$ cat src/rtl/bn_layer_sequencer_if.sv
// Handshake/bus bundle for bn_layer_sequencer: controller start/done, BN weight
// memory request, feature-map read port and output-buffer write port.
interface bn_layer_sequencer_if #(
    parameter int ADDR_W = 12
);
    logic              start;
    logic              busy;
    logic              done;
    logic [3:0]        bn_filter;
    logic              bn_start;
    logic [15:0]       bn_p;
    logic [31:0]       bn_q;
    logic              bn_done;
    logic              fmap_rd_en;
    logic [ADDR_W-1:0] fmap_rd_addr;
    logic [15:0]       fmap_rd_data;
    logic              out_wr_en;
    logic [ADDR_W-1:0] out_wr_addr;
    logic [15:0]       out_wr_data;

    modport master (
        input  start, bn_p, bn_q, bn_done, fmap_rd_data,
        output busy, done, bn_filter, bn_start, fmap_rd_en, fmap_rd_addr,
               out_wr_en, out_wr_addr, out_wr_data
    );

    modport slave (
        output start, bn_p, bn_q, bn_done, fmap_rd_data,
        input  busy, done, bn_filter, bn_start, fmap_rd_en, fmap_rd_addr,
               out_wr_en, out_wr_addr, out_wr_data
    );
endinterface

$ cat src/rtl/bn_layer_sequencer.sv
// Batch-norm layer sequencer: per filter, load (p,q) then stream SEQ_LEN samples
// through y = sat16((x*p + q + round) >>> FRAC_BITS). Define RELU_FUSE_EN to clamp negatives to 0.
module bn_layer_sequencer #(
    parameter int NUM_FILTERS = 10,
    parameter int SEQ_LEN     = 256,
    parameter int ADDR_W      = 12,
    parameter int FRAC_BITS   = 14
) (
    input logic                  clk,
    input logic                  rst,
    bn_layer_sequencer_if.master bus
);
    localparam int POS_W = (SEQ_LEN > 1) ? $clog2(SEQ_LEN) : 1;
    localparam logic [POS_W-1:0]  POS_LAST  = POS_W'(SEQ_LEN - 1);
    localparam logic [3:0]        F_LAST    = 4'(NUM_FILTERS - 1);
    localparam logic [ADDR_W-1:0] SEQ_LEN_A = ADDR_W'(SEQ_LEN);
    localparam logic signed [33:0] ROUND    = 34'sd1 <<< (FRAC_BITS - 1);
    localparam logic signed [33:0] SAT_MAX  = 34'sd32767;
    localparam logic signed [33:0] SAT_MIN  = -34'sd32768;

    typedef enum logic [2:0] {S_IDLE, S_LOAD, S_RUN, S_DRAIN, S_NEXT, S_DONE} state_t;

    state_t             state_q;
    logic [3:0]         filter_q;
    logic [POS_W-1:0]   pos_q;
    logic [1:0]         drain_q;
    logic signed [15:0] p_q;
    logic signed [31:0] q_q;
    logic               busy_q, done_q, bn_start_q, rd_en_q;
    logic [ADDR_W-1:0]  rd_addr_q;
    logic [ADDR_W-1:0]  base_addr;

    always_comb begin
        base_addr = ADDR_W'(filter_q) * SEQ_LEN_A;
    end

    // Outputs are registered and updated on the same edge as the state, so they
    // always describe the state currently held.
    always_ff @(posedge clk or negedge rst) begin
        if (!rst) begin
            state_q    <= S_IDLE;
            filter_q   <= '0;
            pos_q      <= '0;
            drain_q    <= '0;
            p_q        <= '0;
            q_q        <= '0;
            busy_q     <= 1'b0;
            done_q     <= 1'b0;
            bn_start_q <= 1'b0;
            rd_en_q    <= 1'b0;
            rd_addr_q  <= '0;
        end else begin
            case (state_q)
                S_IDLE: if (bus.start) begin
                    state_q    <= S_LOAD;
                    filter_q   <= '0;
                    busy_q     <= 1'b1;
                    bn_start_q <= 1'b1;
                end
                S_LOAD: if (bus.bn_done) begin
                    p_q        <= signed'(bus.bn_p);
                    q_q        <= signed'(bus.bn_q);
                    bn_start_q <= 1'b0;
                    rd_en_q    <= 1'b1;
                    rd_addr_q  <= base_addr;
                    pos_q      <= '0;
                    state_q    <= S_RUN;
                end
                S_RUN: begin
                    if (pos_q == POS_LAST) begin
                        rd_en_q <= 1'b0;
                        drain_q <= '0;
                        state_q <= S_DRAIN;
                    end else begin
                        pos_q     <= pos_q + 1'b1;
                        rd_addr_q <= rd_addr_q + 1'b1;
                    end
                end
                S_DRAIN: begin
                    if (drain_q == 2'd2) state_q <= S_NEXT;
                    else                 drain_q <= drain_q + 2'd1;
                end
                S_NEXT: begin
                    if (filter_q == F_LAST) begin
                        done_q  <= 1'b1;
                        state_q <= S_DONE;
                    end else begin
                        filter_q   <= filter_q + 4'd1;
                        bn_start_q <= 1'b1;
                        state_q    <= S_LOAD;
                    end
                end
                S_DONE: begin
                    done_q  <= 1'b0;
                    busy_q  <= 1'b0;
                    state_q <= S_IDLE;
                end
                default: state_q <= S_IDLE;
            endcase
        end
    end

    logic               v1_q, v2_q, wr_en_q;
    logic [ADDR_W-1:0]  addr1_q, addr2_q, wr_addr_q;
    logic signed [31:0] prod_d, prod_q;
    logic signed [33:0] sum_d, shift_d;
    logic [15:0]        res_d, wr_data_q;

    always_comb begin
        prod_d  = $signed({{16{bus.fmap_rd_data[15]}}, bus.fmap_rd_data})
                * $signed({{16{p_q[15]}}, p_q});
        sum_d   = $signed({{2{prod_q[31]}}, prod_q}) + $signed({{2{q_q[31]}}, q_q}) + ROUND;
        shift_d = sum_d >>> FRAC_BITS;
        if (shift_d > SAT_MAX)      res_d = 16'h7FFF;
        else if (shift_d < SAT_MIN) res_d = 16'h8000;
        else                        res_d = shift_d[15:0];
`ifdef RELU_FUSE_EN
        if (res_d[15]) res_d = '0;
`endif
    end

    // Address travels with the data so each write lands where its sample was read.
    always_ff @(posedge clk or negedge rst) begin
        if (!rst) begin
            v1_q      <= 1'b0;
            v2_q      <= 1'b0;
            wr_en_q   <= 1'b0;
            addr1_q   <= '0;
            addr2_q   <= '0;
            wr_addr_q <= '0;
            prod_q    <= '0;
            wr_data_q <= '0;
        end else begin
            v1_q      <= rd_en_q;
            addr1_q   <= rd_addr_q;
            v2_q      <= v1_q;
            addr2_q   <= addr1_q;
            prod_q    <= prod_d;
            wr_en_q   <= v2_q;
            wr_addr_q <= addr2_q;
            wr_data_q <= res_d;
        end
    end

    assign bus.busy         = busy_q;
    assign bus.done         = done_q;
    assign bus.bn_filter    = filter_q;
    assign bus.bn_start     = bn_start_q;
    assign bus.fmap_rd_en   = rd_en_q;
    assign bus.fmap_rd_addr = rd_addr_q;
    assign bus.out_wr_en    = wr_en_q;
    assign bus.out_wr_addr  = wr_addr_q;
    assign bus.out_wr_data  = wr_data_q;
endmodule

$ cat src/flat_wrapper.sv
// flat-port wrapper written by rule: the top's interface ports become plain ports
module bn_layer_sequencer_flat 
#(
    parameter int NUM_FILTERS = 10,
    parameter int SEQ_LEN     = 256,
    parameter int ADDR_W      = 12,
    parameter int FRAC_BITS   = 14
)
  (clk, rst, bus_start, bus_bn_p, bus_bn_q, bus_bn_done, bus_fmap_rd_data, bus_busy, bus_done, bus_bn_filter, bus_bn_start, bus_fmap_rd_en, bus_fmap_rd_addr, bus_out_wr_en, bus_out_wr_addr, bus_out_wr_data);
  bn_layer_sequencer_if #(.ADDR_W(ADDR_W)) bus_i ();
  input logic clk;
  input logic rst;
  input wire logic [$bits(bus_i.start)-1:0] bus_start;
  input wire logic [$bits(bus_i.bn_p)-1:0] bus_bn_p;
  input wire logic [$bits(bus_i.bn_q)-1:0] bus_bn_q;
  input wire logic [$bits(bus_i.bn_done)-1:0] bus_bn_done;
  input wire logic [$bits(bus_i.fmap_rd_data)-1:0] bus_fmap_rd_data;
  output wire logic [$bits(bus_i.busy)-1:0] bus_busy;
  output wire logic [$bits(bus_i.done)-1:0] bus_done;
  output wire logic [$bits(bus_i.bn_filter)-1:0] bus_bn_filter;
  output wire logic [$bits(bus_i.bn_start)-1:0] bus_bn_start;
  output wire logic [$bits(bus_i.fmap_rd_en)-1:0] bus_fmap_rd_en;
  output wire logic [$bits(bus_i.fmap_rd_addr)-1:0] bus_fmap_rd_addr;
  output wire logic [$bits(bus_i.out_wr_en)-1:0] bus_out_wr_en;
  output wire logic [$bits(bus_i.out_wr_addr)-1:0] bus_out_wr_addr;
  output wire logic [$bits(bus_i.out_wr_data)-1:0] bus_out_wr_data;
  assign bus_i.start = bus_start;
  assign bus_i.bn_p = bus_bn_p;
  assign bus_i.bn_q = bus_bn_q;
  assign bus_i.bn_done = bus_bn_done;
  assign bus_i.fmap_rd_data = bus_fmap_rd_data;
  assign bus_busy = bus_i.busy;
  assign bus_done = bus_i.done;
  assign bus_bn_filter = bus_i.bn_filter;
  assign bus_bn_start = bus_i.bn_start;
  assign bus_fmap_rd_en = bus_i.fmap_rd_en;
  assign bus_fmap_rd_addr = bus_i.fmap_rd_addr;
  assign bus_out_wr_en = bus_i.out_wr_en;
  assign bus_out_wr_addr = bus_i.out_wr_addr;
  assign bus_out_wr_data = bus_i.out_wr_data;
  bn_layer_sequencer #(.NUM_FILTERS(NUM_FILTERS), .SEQ_LEN(SEQ_LEN), .ADDR_W(ADDR_W), .FRAC_BITS(FRAC_BITS)) u_core (.clk(clk), .rst(rst), .bus(bus_i));
endmodule
$ cat config.mk
export PLATFORM = sky130hd
export DESIGN_NAME = bn_layer_sequencer_flat
export DESIGN_NICKNAME = d
export VERILOG_FILES = /design/src/rtl/bn_layer_sequencer_if.sv /design/src/rtl/bn_layer_sequencer.sv /design/src/flat_wrapper.sv
export SDC_FILE = /design/constraint.sdc
export NUM_CORES = 1
export LEC_CHECK = 0
export ABC_AREA = 1
export BUFFER_PORTS_ARGS = -buffer_cell sky130_fd_sc_hd__buf_2
export CORE_MARGIN = 3
export CORE_UTILIZATION = 68
export CTS_CLUSTER_SIZE = 14
export DETAILED_ROUTE_END_ITERATION = 7
export PLACE_DENSITY = 0.95
export SYNTH_ARGS = -nofsm -noshare
export SYNTH_HDL_FRONTEND = slang
export SYNTH_SLANG_ARGS = --single-unit
$ cat constraint.sdc
create_clock -name clk -period 11.7 [get_ports clk]
set_input_delay 0.585 -clock clk [delete_from_list [all_inputs] [get_ports clk]]
set_output_delay 0.585 -clock clk [all_outputs]
set_load 0.005 [all_outputs]
==> qor.csv <==
stage,metric,value,unit
clock_network,worst-skew pair later-pin latency,0.44,ns
grt,global-route wire length before repair,75100,um
finish,ANT cells,0,
grt,largest net degree at the start of global routing,96,
clock_network,CTS Hold Buffers Added,0,
clock_network,H-tree levels,4,
floorplanning,core area,0.0264,mm^2
clock_network,number of clock sinks,168,
synthesis,"Top FF cell, synth",dfrtp_1,
synthesis,Avg Inst Size Synth,8.07,um^2
timing,setup TNS,0,ns
synthesis,"EDFF count, synth",0,
floorplanning,die width,171,um
drt,drt total wl,44700,um
floorplanning,Row Count,59,
timing,fmax,158,MHz
setup_path,R2R Setup Slk,5.38,ns
timing,setup repair after global routing missed its margin,false,
placement,Detail Placement HPWL,36000,um
finish,Final Util,0.753,
grt,vias in the first global route,15900,
timing,clock skew,0.0152,ns
hold_path,Min-Delay Path Class,in2async,
synthesis,Syn Inst Count,2299,
grt,gr busiest metal,met2,
placement,port buffer count,116,
setup_path,Critical Path RT,12.05,ns
finish,layout overhead on the synthesized area,7.17,%
floorplanning,Starting Density,0.702,
synthesis,Yosys reg bits,168,
setup_path,slowest CP cell,fa_1,
drt,vias,14900,
setup_path,data arrival time of the worst path,6.67,ns
timing,final period utilization,0.540,
drt,DR iter-0 viols,1185,
finish,nets@finish,2846,
timing,Max transition margin,0.413,
synthesis,sequential fraction of the synthesis area,0.227,
floorplanning,full die area,0.0293,mm^2
grt,grt ovf,0,
grt,GR Util All Layers,0.320,
setup_path,CP Class,reg2reg,
finish,Layout Cells excl Fill,2715,
drt,DRC Markers,0,
synthesis,Synth warnings,0,
setup_path,CP Max Fanout,17,
timing,Least-Margin Pin Slew,0.881,ns
clock_network,CTS tree,built,
timing,Final Hold Viols,0,
run_status,status,completed,
clock_network,CTS Buf Count,17,
setup_path,CP Capture Type,flip-flop,
drt,Detail Route Antenna Nets,0,
clock_network,clock-pin slew on the worst setup and hold paths,0.07,ns
drt,DRT Pass-1 Iters,5,
setup_path,crit-path most repeated cell,fa_1,
finish,layout cell share with drive strength beyond 1,0.0794,
drt,vias per cell,5.47,
synthesis,Mapped Area,0.0186,mm^2
timing,endpoints failing setup,0,
setup_path,crit start category,flip-flop,
finish,Fillers,1857,
drt,routed len/inst,16.5,um
grt,met2 Use GR,0.570,
floorplanning,IO Pins,117,
placement,final RePlAce weighted congestion,0.936,
clock_network,setup bufs post-CTS,0,
synthesis,share of synthesized flip-flops with an asynchronous set or reset,1.00,
clock_network,clock tree buffer depth,2,
synthesis,Syn Nets,2778,
job,max_cap viols,0,
timing,max-slew violations,0,
clock_network,clock root buffer,clkbuf_16,
grt,M3 GR Usage,0.0494,
clock_network,CTS-repair resized insts,0,
floorplanning,chip height,171,um
timing,post-route minimum period,6.32,ns
placement,dpl cells,2683,
grt,grt met1 use,0.394,
grt,initial antenna violation count,0,
synthesis,distinct cell type count after synthesis,43,
setup_path,CP cell instances,"nand2_1, inv_1, fa_1, fa_1, fa_1, fa_1, inv_1, fa_1, fa_1, inv_1, ha_1, inv_1, nor3_1, nand2_1, nor3_1, nand2_1, o2111ai_1, xor2_1",
setup_path,CP peak stage delay,0.88,ns
[cell usage after synthesis (6+ instances only)]
cell type | instances | area share
dfrtp_1 | 168 | 0.23
nand4_1 | 10 | 0.0034
nand2_1 | 651 | 0.13
nand3_1 | 40 | 0.011
xnor2_1 | 22 | 0.010
nand2_2 | 18 | 0.0061
clkbuf_1 | 66 | 0.013
o21ai_0 | 42 | 0.011
a21o_1 | 9 | 0.0036
o21bai_1 | 10 | 0.0040
xor2_1 | 31 | 0.015
o21ai_1 | 6 | 0.0016
a21oi_1 | 71 | 0.019
nor2_1 | 96 | 0.019
inv_1 | 579 | 0.12
nor3_1 | 20 | 0.0054
ha_1 | 149 | 0.10
fa_1 | 262 | 0.28
nor2_2 | 6 | 0.0020
[worst paths after layout]
path | from | end | depth (start not counted)
max in group asynchronous | rst | u_core.addr2_q[2] | 2
min reg2reg | u_core.addr2_q[4] | u_core.bus.out_wr_addr[4] | 0
min | rst | u_core.q_q[2] | 1
max | u_core.p_q[2] | u_core.prod_q[31] | 18
max reg2reg | u_core.p_q[2] | u_core.prod_q[31] | 18
min in group clk | bus_bn_p[6] | u_core.p_q[6] | 3
[state kept, by name, indices dropped and copies added (netlist names), 3 cells and up]
register / cells
u_core.state_q: 3
u_core.addr2_q: 12
u_core.bus.bn_filter: 4
u_core.bus.out_wr_addr: 12
u_core.prod_q: 32
u_core.pos_q: 8
u_core.bus.fmap_rd_addr: 12
u_core.bus.out_wr_data: 16
u_core.q_q: 32
u_core.addr1_q: 12
u_core.p_q: 16
[cell type report]
type / count / area, um^2 / share of cell area
clock buffers: 17 / 425 / 0.0214
flip-flops and latches: 168 / 4200 / 0.211
inverters: 584 / 2190 / 0.110
repair buffers: 121 / 624 / 0.0314
multi-input cells: 1475 / 11900 / 0.597
clock inverters: 15 / 151 / 0.00761
well taps: 335 / 419 / 0.0211
[cell families (layout without fill, tap and decap cells)]
logic type,Yosys count,count (layout),synth area share
adders and majority gates,411,411,0.383
buffers and inverters,656,737,0.134
AOI/OAI and AO/OA,154,154,0.0462
and+or+nand+nor,857,857,0.185
DFF,168,168,0.227
xor gates and xnor gates,53,53,0.0250
[critical path, delay by kind of cell (launching register included)]
kind	cells	cell delay, ns
AOI/OAI and AO/OA	1	0.10
xor gates and xnor gates	1	0.16
adders and majority gates	7	4.01
buffers and inverters	4	0.31
DFF	1	0.83
and+or+nand+nor	5	0.81
[layout by cell type, fill, tap and decap left out, types with 5 or more instances in the layout]
cell,count
nand2_1,651
inv_1,579
fa_1,262
dfrtp_1,168
ha_1,149
buf_2,115
nor2_1,95
a21oi_1,71
o21ai_0,42
nand3_1,40
xor2_1,31
xnor2_1,22
nor3_1,20
nand2_2,18
clkbuf_16,17
nand4_1,10
o21bai_1,10
a21o_1,9
inv_6,7
o21ai_1,6
nor2_2,6
buf_4,5
[metal layers]
metal	up-vias	share of wire
met5	-	0
met4	0	0.041
met3	176	0.069
met2	719	0.51
met1	7120	0.38
li1	6835	-
[per-stage QoR]
stage | setup WS [ns] | area, um^2 | hold slack (ns)
floorplan | 5.79 | 18600 | 0.289
global placement | 5.62 | 19300 | 0.332
detailed placement | 5.42 | 19300 | 0.335
CTS | 5.43 | 19900 | 0.260
global route | 5.02 | 19900 | 0.290
finish | 5.38 | 19900 | 0.214
Power is left out: the tool's default activity adds up to more than one toggle a clock period on the data nets, which glitch-free logic cannot reach.
